===== src/rtl/bin_to_bcd_4_pkg.sv =====
// Shared constants and FSM encoding for the 4-digit binary-to-BCD converter.
// Widths here set the scratch, counter and saturation limits used by the converter.
package bin_to_bcd_4_pkg;

  localparam int BCD_DIGITS  = 4;
  localparam int BIN_W       = 16;
  localparam int MAX_BCD_VAL = 9999;
  localparam int ITER_CNT    = 16;
  localparam int CNT_W       = 5;

  localparam logic [CNT_W-1:0] CNT_LAST = CNT_W'(ITER_CNT - 1);

  typedef enum logic {
    IDLE = 1'b0,
    CONV = 1'b1
  } state_t;

endpackage


===== src/rtl/bin_to_bcd_4_add3.sv =====
// Double-dabble digit correction: in >= 5 ? in + 3 : in, purely combinational.
// Arithmetic stays 4-bit; inputs above 12 only occur for saturated values.
module bcd_add3 (
  input  logic [3:0] iNib,
  output logic [3:0] oNib
);

  assign oNib = (iNib >= 4'd5) ? iNib + 4'd3 : iNib;

endmodule


===== src/rtl/bin_to_bcd_4.sv =====
// Sequential double-dabble: 16-bit binary to 4 BCD digits, result 16 cycles after accept.
// No backpressure: iSTART is ignored while busy; values above 9999 saturate to OVF_CODE.
module bin_to_bcd_4
  import bin_to_bcd_4_pkg::*;
#(
  parameter logic [4*BCD_DIGITS-1:0] OVF_CODE = 16'h9999
) (
  input  logic                    iCLK,
  input  logic                    iRST,
  input  logic                    iSTART,
  input  logic [BIN_W-1:0]        iBIN,
  output logic [4*BCD_DIGITS-1:0] oBCD,
  output logic                    oBUSY,
  output logic                    oDONE,
  output logic                    oOVF
);

  state_t                  state;
  state_t                  stateNext;
  logic [BIN_W-1:0]        binReg;
  logic [BIN_W-1:0]        binNext;
  logic [4*BCD_DIGITS-1:0] scratch;
  logic [4*BCD_DIGITS-1:0] scratchAdj;
  logic [4*BCD_DIGITS-1:0] scratchNext;
  logic [CNT_W-1:0]        iterCnt;
  logic                    ovfFlag;
  logic                    accept;
  logic                    lastIter;

  for (genvar d = 0; d < BCD_DIGITS; d++) begin : gDigit
    bcd_add3 uAdd3 (
      .iNib(scratch[4*d +: 4]),
      .oNib(scratchAdj[4*d +: 4])
    );
  end

  always_ff @(posedge iCLK) begin
    if (iRST) begin
      state <= IDLE;
    end else begin
      state <= stateNext;
    end
  end

  always_comb begin
    stateNext = state;
    case (state)
      IDLE:    if (iSTART) stateNext = CONV;
      CONV:    if (iterCnt == CNT_LAST) stateNext = IDLE;
      default: stateNext = IDLE;
    endcase
  end

  // One iteration shifts {adjusted scratch, binary} left by one bit.
  always_comb begin
    accept      = (state == IDLE) && iSTART;
    lastIter    = (state == CONV) && (iterCnt == CNT_LAST);
    scratchNext = {scratchAdj[4*BCD_DIGITS-2:0], binReg[BIN_W-1]};
    binNext     = {binReg[BIN_W-2:0], 1'b0};
  end

  always_ff @(posedge iCLK) begin
    if (iRST) begin
      binReg  <= '0;
      scratch <= '0;
      iterCnt <= '0;
      ovfFlag <= 1'b0;
      oBCD    <= '0;
      oOVF    <= 1'b0;
      oBUSY   <= 1'b0;
      oDONE   <= 1'b0;
    end else begin
      oDONE <= lastIter;
      if (accept) begin
        binReg  <= iBIN;
        scratch <= '0;
        iterCnt <= '0;
        ovfFlag <= (iBIN > BIN_W'(MAX_BCD_VAL));
        oBUSY   <= 1'b1;
      end else if (state == CONV) begin
        binReg  <= binNext;
        scratch <= scratchNext;
        iterCnt <= iterCnt + 1'b1;
        if (lastIter) begin
          oBCD  <= ovfFlag ? OVF_CODE : scratchNext;
          oOVF  <= ovfFlag;
          oBUSY <= 1'b0;
        end
      end
    end
  end

endmodule


===== config.mk =====
export PLATFORM = sky130hd
export DESIGN_NAME = bin_to_bcd_4
export DESIGN_NICKNAME = d
export VERILOG_FILES = /design/src/rtl/bin_to_bcd_4_pkg.sv /design/src/rtl/bin_to_bcd_4_add3.sv /design/src/rtl/bin_to_bcd_4.sv
export SDC_FILE = /design/constraint.sdc
export NUM_CORES = 1
export LEC_CHECK = 0
export ABC_AREA = 0
export CORE_MARGIN = 3
export CORE_UTILIZATION = 50
export CTS_BUF_LIST = sky130_fd_sc_hd__clkbuf_4 sky130_fd_sc_hd__clkbuf_8
export CTS_CLUSTER_DIAMETER = 80
export DETAILED_ROUTE_END_ITERATION = 8
export HOLD_SLACK_MARGIN = 0.05
export PLACE_DENSITY = 0.82
export SLEW_MARGIN = 20
export SYNTH_ARGS = -nofsm -noshare
export SYNTH_HDL_FRONTEND = slang
export SYNTH_HIERARCHICAL = 1
export SYNTH_SLANG_ARGS = --single-unit

===== constraint.sdc =====
create_clock -name iCLK -period 1.5 [get_ports iCLK]
set_clock_uncertainty 0.05 [all_clocks]
set_input_delay 0.3 -clock iCLK [delete_from_list [all_inputs] [get_ports iCLK]]
set_output_delay 0.3 -clock iCLK [all_outputs]
set_load 0.005 [all_outputs]

======== Word-level counts from Yosys, hierarchy flattened ========
Index checks and enable logic that the tools add are counted.
cells by class
  bitwise logic cells ..................... 2
  eq/ne operators ......................... 1
  reductions and logical operators ........ 7
  add/sub/neg operators ................... 5
  multiplexer cells ....................... 13
  magnitude comparators ................... 5
operators by type and width
  kind                                                               number
  2-to-1 mux 16 bit                                                  3
  greater-or-equal comparator 4 x 3 -> 1 bit, second input constant  4
  greater-than comparator 16 x 14 -> 1 bit, second input constant    1
  adder 4 x 2 -> 4 bit, second input constant                        3
  2-to-1 mux 4 bit                                                   3
  adder 5 x 1 -> 5 bit, second input constant                        1
  equality test 5 x 4 -> 1 bit, second input constant                1
  2-to-1 mux 1 bit                                                   5
  nonzero test 2 bit                                                 2
  adder 3 x 2 -> 3 bit, second input constant                        1
  2-to-1 mux 3 bit                                                   1
  AND reduction 3 bit                                                1
  logical AND 1 bit                                                  2
  inverter 1 bit                                                     2
  case mux 1 bit (2 select lines)                                    1
  AND reduction 2 bit                                                1
  OR reduction 2 bit                                                 1
storage, ports and cells
  bits of input ports ..................... 19
  bits in registers ....................... 58
  word-level logic and storage cells ...... 42

======== Longest topological paths before layout ========
Gate-level depths: netlist (run 1).
  depth after elaboration ................. 5
  depth in mapped cells ................... 7
  gate-level depth less buffers ........... 7

======== Hierarchy ========
Netlist (run 1), hierarchy kept.
modules (own cells, without submodules)
  module        area each (sq um)  cells each  sequential area each (sq um)  instances
  bin_to_bcd_4  2,255.9            214         1,161.1                       1
  bcd_add3      101.3              16          0.0                           4

======== Least setup slack after synthesis (run 1) ========
OpenSTA, ideal clock, no wires.
  path type ............................... reg2reg
  start ................................... register iterCnt[0]
  end ..................................... register oBCD[0]
  path slack .............................. -99 ps
  required time ........................... 1,375 ps
  data arrival time ....................... 1,474 ps
  setup time .............................. 75 ps
  stages on the path, launching flop included .. 8
  path buffers ............................ 1
  cell sequence ........................... dfxtp_1 ha_1 and3_1 ha_1 a21oi_4 buf_2 nand2_1 o21ai_0
on the way
  word-level cells in the longest chain between the ends .. 3
ends and longest elaborated chain
  element                               line                text
  start, declared                       bin_to_bcd_4.sv:25  logic [CNT_W-1:0] iterCnt;
  start signal, assigned                bin_to_bcd_4.sv:83  iterCnt <= iterCnt + 1'b1;
  equality test 5 x 4 -> 1 bit          bin_to_bcd_4.sv:57  lastIter = (state == CONV) && (iterCnt == CNT_LAST);
  logical AND 1 bit                     bin_to_bcd_4.sv:57
  AND reduction 3 bit (no source line)  n/a
  end signal, assigned                  bin_to_bcd_4.sv:85  oBCD <= ovfFlag ? OVF_CODE : scratchNext;
  end, declared                         bin_to_bcd_4.sv:12  output logic [4*BCD_DIGITS-1:0] oBCD,
No other way between the ends.
A chain may end at the register's enable or synchronous reset.

======== Worst setup path in the final report (run 1) ========
  start ................................... register scratch[5]
  end ..................................... register scratch[6]
on the way
  word-level cells in the longest chain between the ends .. 2
  elaborated cells on any way between the ends .. 3
  classes of those cells .................. add/sub: 1; order compare: 1; mux: 1
ends and longest elaborated chain
  element                                                                             line                    text
  start, declared                                                                     bin_to_bcd_4.sv:22      logic [4*BCD_DIGITS-1:0] scratch;
  start signal, assigned                                                              bin_to_bcd_4.sv:82      scratch <= scratchNext;
  adder 4 x 2 -> 4 bit or greater-or-equal comparator 4 x 3 -> 1 bit (tied branches)  bin_to_bcd_4_add3.sv:8  assign oNib = (iNib >= 4'd5) ? iNib + 4'd3 : iNib;
  2-to-1 mux 4 bit *                                                                  bin_to_bcd_4_add3.sv:8
  named net scratchAdj[5]                                                             bin_to_bcd_4.sv:23      logic [4*BCD_DIGITS-1:0] scratchAdj;
Mark *: on every way through the listed nets, which the timed path passes. The rest lies on a longest branch.

==> metrics.cfg, run 1 <==
[outcome]
status=finished, violations left
violations=negative setup slack

[min_path]
min-delay-start=oBUSY
hold_path_class=register to register

[timing]
totalNegativeSetupSlack_ns=-0.209
fmax_mhz=642
finalMaxSlewViolations=0
worst_slew_pin_slew_ns=0.413
setup_slack_ns=-0.0580
finalSetupViolCount=5
fin_crit_ns=1.56
rsz0062_at_grt=true
hold_viol=0
fin_crit_sh_pct=104
maxSlewHeadroom_pct=72.1

[drt]
drtAntennaViolNets=0
routedWlPerCell_um=15.3
drt-vias-per-instance=5.33
vias=2214
route.detailed.drc=0
drt-initial-drc-count=137
drt_pass1_iterations=4
wirelength_mm=6.35

[pwr]
total_power_mw=3.38
p_leak_nw=1.62
vdd_drop_max_mv=0.542
power_density_mw_per_mm2=909

[global_route]
busiest_layer=met2
grt_pass1_vias=2100
overflow=0
grt_util_met1_pct=23.1
grt_max_degree=20
grt_pass1_wl_mm=9.47
grtUsageMet2_pct=34.0
grtUsageMet3_pct=4.82
grt_usage_pct=19.9
antenna_found_initial=0

[cts]
ctsLongestPathBuffers=2
path_clk_slew_ns=0.07
cts_root_buf=clkbuf_8
clock-sinks=58
cts_tree=built
clock_latency_ns=0.34
cts_buffers=9
htree_num_levels=3

[critical_path]
critPathTopFamily=multiplexers
crit_start=scratch[5]
max_stage_delay_ns=0.37
path_cells=inv_4 -> ha_4 -> nand2b_4 -> a21oi_4 -> mux2i_2 -> mux2i_1 -> nor2_1
path_max_fanout=3
endpoint_kind=register
critical_path_arrival_ns=1.78
crit_slowest_cell=dfxtp_2
crit_required_ns=1.72
cp-start-kind=register
critPathBufInv=1
critical_path_class=register to register
regToRegStartpoint=scratch[5]

[floorplan]
rows=25
pin_count=38
die_w_um=78.7
dieArea_mm2=0.00619
core_mm2=0.00491
dieHeight_um=78.7
initial_core_util_pct=53.8

[synthesis]
syn-instance-count=274
yosys_warnings=6
syn_nets=303
avgSynthCellArea_um2=9.64
synthesis.area_mm2=0.00264

[run]
cap_violations=0

[placed_design]
port_buffers=37
dp_hpwl_mm=3.83
gp_congestion=0.745

[cells_and_area]
area_delta_synth_final_pct=40.6
antennaDiodeCount=0
nets=373
drive_gt1_share_pct=32.8

## registers in the layout (all words and copies together), names as in the netlist
name	cells
ovfFlag	1
oDONE	1
oOVF	1
oBUSY	1
oBCD	16
iterCnt	5
scratch	16
binReg	16
state	1
## power by group
group	internal [mW]	switching, mW	leakage, nW	total [mW]
logic	0.188	0.144	1.04	0.332
registers	1.58	0.0293	0.478	1.61
clock network	0.835	0.603	0.103	1.44
total	2.60	0.776	1.62	3.38
## area by class of cell
cell class                      count  area [um2]
Multi-Input combinational cell    193        1570
Inverter                           10        42.5
Timing Repair Buffer               72         642
Tap cell                           67        83.8
Fill cell                         319        1200
Clock inverter                      3        40.0
Sequential cell                    58        1180
Clock buffer                       12         153
## through the flow
stage	instance area, um2	std cells	setup WS, ns	util, %	hold WS [ns]
after detailed placement	3240	390	-0.231	65.9	0.400
after global routing	3710	415	-0.104	75.6	0.441
after global placement	3240	390	-0.191	65.9	0.386
final	3710	415	-0.0580	75.6	0.409
after floorplan	2660	274	0.0192	-	0.393
after CTS	3500	407	0.000259	71.3	0.410
## layer usage
metal	vias to the layer above	part of all wire (%)
met5	-	0
met4	0	2.8
met3	16	5.1
met2	81	52
met1	1051	40
li1	1066	-
## timing repair
item,4_1_cts,5_1_grt
setup endpoints to repair,35,17
resized for setup,40,36
hold buffers,0,0
buffers inserted,2,8
pin swaps,8,18
## cell usage in the layout (no fill, tap or decap), types with 3 or more instances in the layout
cell	instances
mux2_2	15
nand2b_4	4
dfxtp_2	12
clkdlybuf4s50_1	18
inv_1	3
nand2b_1	3
o21ai_1	4
dfxtp_1	44
o21ai_0	11
ha_2	3
a22o_1	9
mux2i_1	34
buf_4	31
a21oi_4	5
clkbuf_8	10
mux2i_2	3
inv_2	5
ha_4	6
nand2_1	24
nor2_1	49
dlygate4sd2_1	19
## final timing paths
kind,endpoint,slack (ns),depth (start not counted)
max,scratch[6],-0.06,7
min,oBUSY,0.41,1
min reg2reg,oBUSY,0.41,1
max reg2reg,scratch[6],-0.06,7
Note: power is estimated with default switching activity, not from simulation.
==> run 2, diff against run 1 <==
Settings changed: HOLD_SLACK_MARGIN 0.05 to 0.15, PLACE_DENSITY 0.82 to 0.79.
Clock period 1.5 ns to 1.9 ns, I/O delays scaled along.
==> run 2 against run 1 <==
The run now ends clean. Combinational power shrank 33%. Clock power decreased by 25%. Cell count shrank 5.8%. Sequential power down 20%.
==> metrics.cfg, run 2 (synthesized netlist as in run 1, its figures left out) <==
[global_route]
grt_usage_pct=18.0  ; -1.9 points
overflow=0  ; unchanged
grt_max_degree=18  ; -10%
grt_pass1_vias=1945  ; -7.4%
antenna_found_initial=0  ; unchanged
grt_pass1_wl_mm=8.69  ; -8.2%

[floorplan]
dieArea_mm2=0.00619  ; unchanged
initial_core_util_pct=53.8  ; unchanged
dieHeight_um=78.7  ; unchanged
rows=25  ; unchanged
core_mm2=0.00491  ; unchanged
pin_count=38  ; unchanged
die_w_um=78.7  ; unchanged

[cts]
ctsLongestPathBuffers=2  ; unchanged
cts_buffers=9  ; unchanged
htree_num_levels=3  ; unchanged
cts_tree=built
clock-sinks=58  ; unchanged
path_clk_slew_ns=0.07  ; about the same
hold_buffers=0  ; unchanged
post_cts_buffers=0  ; -2
cts-resized-gates=0  ; -100%
clock_latency_ns=0.33  ; about the same
cts_root_buf=clkbuf_8

[placed_design]
dp_hpwl_mm=3.66  ; -4.6%
port_buffers=37  ; unchanged
gp_congestion=0.761  ; +2.2%

[pwr]
total_power_mw=2.58  ; -23%
p_leak_nw=1.35  ; -17%
vdd_drop_max_mv=0.475  ; -12%
power_density_mw_per_mm2=785  ; -14%

[critical_path]
path_max_fanout=8  ; +5
regToRegStartpoint=iterCnt[0]
max_stage_delay_ns=0.38  ; about the same
critPathTopFamily=simple AND/OR/NAND/NOR gates
endpoint_kind=register
endpoint=oBCD[2]
crit_cells=6  ; -1
crit_slowest_cell=dfxtp_1
crit_top_cell=ha_1
reg2reg_depth=6  ; -1
path_cells=ha_1 -> and3_1 -> ha_1 -> nand3b_2 -> nor2_2 -> a22o_1
crit_required_ns=2.12  ; +0.40 ns
crit_start=iterCnt[0]
critical_path_class=register to register
regToRegSetupSlack_ns=0.21  ; +0.27 ns
r2r-end=oBCD[2]
cp-start-kind=register
critical_path_arrival_ns=1.91  ; +0.13 ns
critPathBufInv=0  ; -1

[drt]
drt-vias-per-instance=5.13  ; -3.8%
wirelength_mm=5.13  ; -19%
routedWlPerCell_um=13.1  ; -14%
route.detailed.drc=0  ; unchanged
drt_pass1_iterations=4  ; unchanged
drt-initial-drc-count=67  ; -51%
drtAntennaViolNets=0  ; unchanged
vias=2006  ; -9.4%

[cells_and_area]
antennaDiodeCount=0  ; unchanged
final_common_cell=dfxtp_1
n_fill_cell=415  ; +30%
area_delta_synth_final_pct=24.7
nets=348  ; -6.7%
reg_top3=binReg: 16 flops, oBCD: 16 flops, scratch: 16 flops
drive_gt1_share_pct=15.4  ; -17 points
final_cell_mix=dfxtp_1, nor2_1, mux2i_1, clkdlybuf4s50_1, nand2_1

[min_path]
hold_path_class=register to register

[timing]
finalSetupViolCount=0  ; -5
maxSlewHeadroom_pct=66.7  ; -5.5 points
rsz0062_at_grt=false
finalMaxSlewViolations=0  ; unchanged
worst_slew_pin_slew_ns=0.499  ; +0.0859 ns
totalNegativeSetupSlack_ns=0  ; +0.209 ns
hold_viol=0  ; unchanged
fin_crit_sh_pct=88.9  ; -15 points
fmax_mhz=592  ; -7.7%
fin_crit_ns=1.69  ; +0.131 ns

[run]
cap_violations=0  ; unchanged

[outcome]
status=finished clean

==> run 2: cell type report <==
type,count,area (um2),area share (%)
Timing Repair Buffer,47,458,13.9
Tap cell,67,83.8,2.55
Sequential cell,58,1160,35.3
Clock buffer,10,131,3.99
Inverter,10,37.5,1.14
Multi-Input combinational cell,193,1360,41.4
Clock inverter,6,57.6,1.75
==> run 2: per-layer routing <==
layer	vias to the layer above	wire, um	global-route usage [%]
met5	-	0	0
met4	0	80	9.09
met3	7	191	4.24
met2	40	2450	29.7
met1	935	2400	21.6
li1	1024	-	-
==> run 2: stage by stage <==
stage	hold slack (ns)	area, um2	setup slack (ns)	utilization [%]	cells
floorplan	0.393	2640	0.301	-	274
global placement	0.384	3100	0.0907	63.2	375
detailed placement	0.398	3100	0.0677	63.2	375
CTS	0.414	3290	0.204	67.1	391
global route	0.440	3290	0.0294	67.1	391
finish	0.407	3290	0.211	67.1	391
==> run 2: report_power, final <==
part	internal [mW]	switching (mW)	total, mW
clock	0.610	0.473	1.08
combinational	0.126	0.0958	0.222
sequential	1.25	0.0322	1.28
total	1.98	0.601	2.58
==> run 2: worst min path at each step <==
stage          startpoint        to  slack (ns)  cells after the start
6_report          oBCD[7]   oBCD[7]        0.41                      2
5_1_grt          oBCD[11]  oBCD[11]        0.44                      2
4_1_cts           oBCD[7]   oBCD[7]        0.41                      2
3_5_place_dp      oBCD[7]   oBCD[7]        0.40                      2
3_3_place_gp     oBCD[11]  oBCD[11]        0.38                      2
2_1_floorplan     oBCD[3]   oBCD[3]        0.39                      2
==> run 2: worst reg2reg max path, cell delays in order (launching register included) <==
cell	delay [ns]
dfxtp_1	0.38
ha_1	0.18
and3_1	0.18
ha_1	0.24
nand3b_2	0.11
nor2_2	0.31
a22o_1	0.19
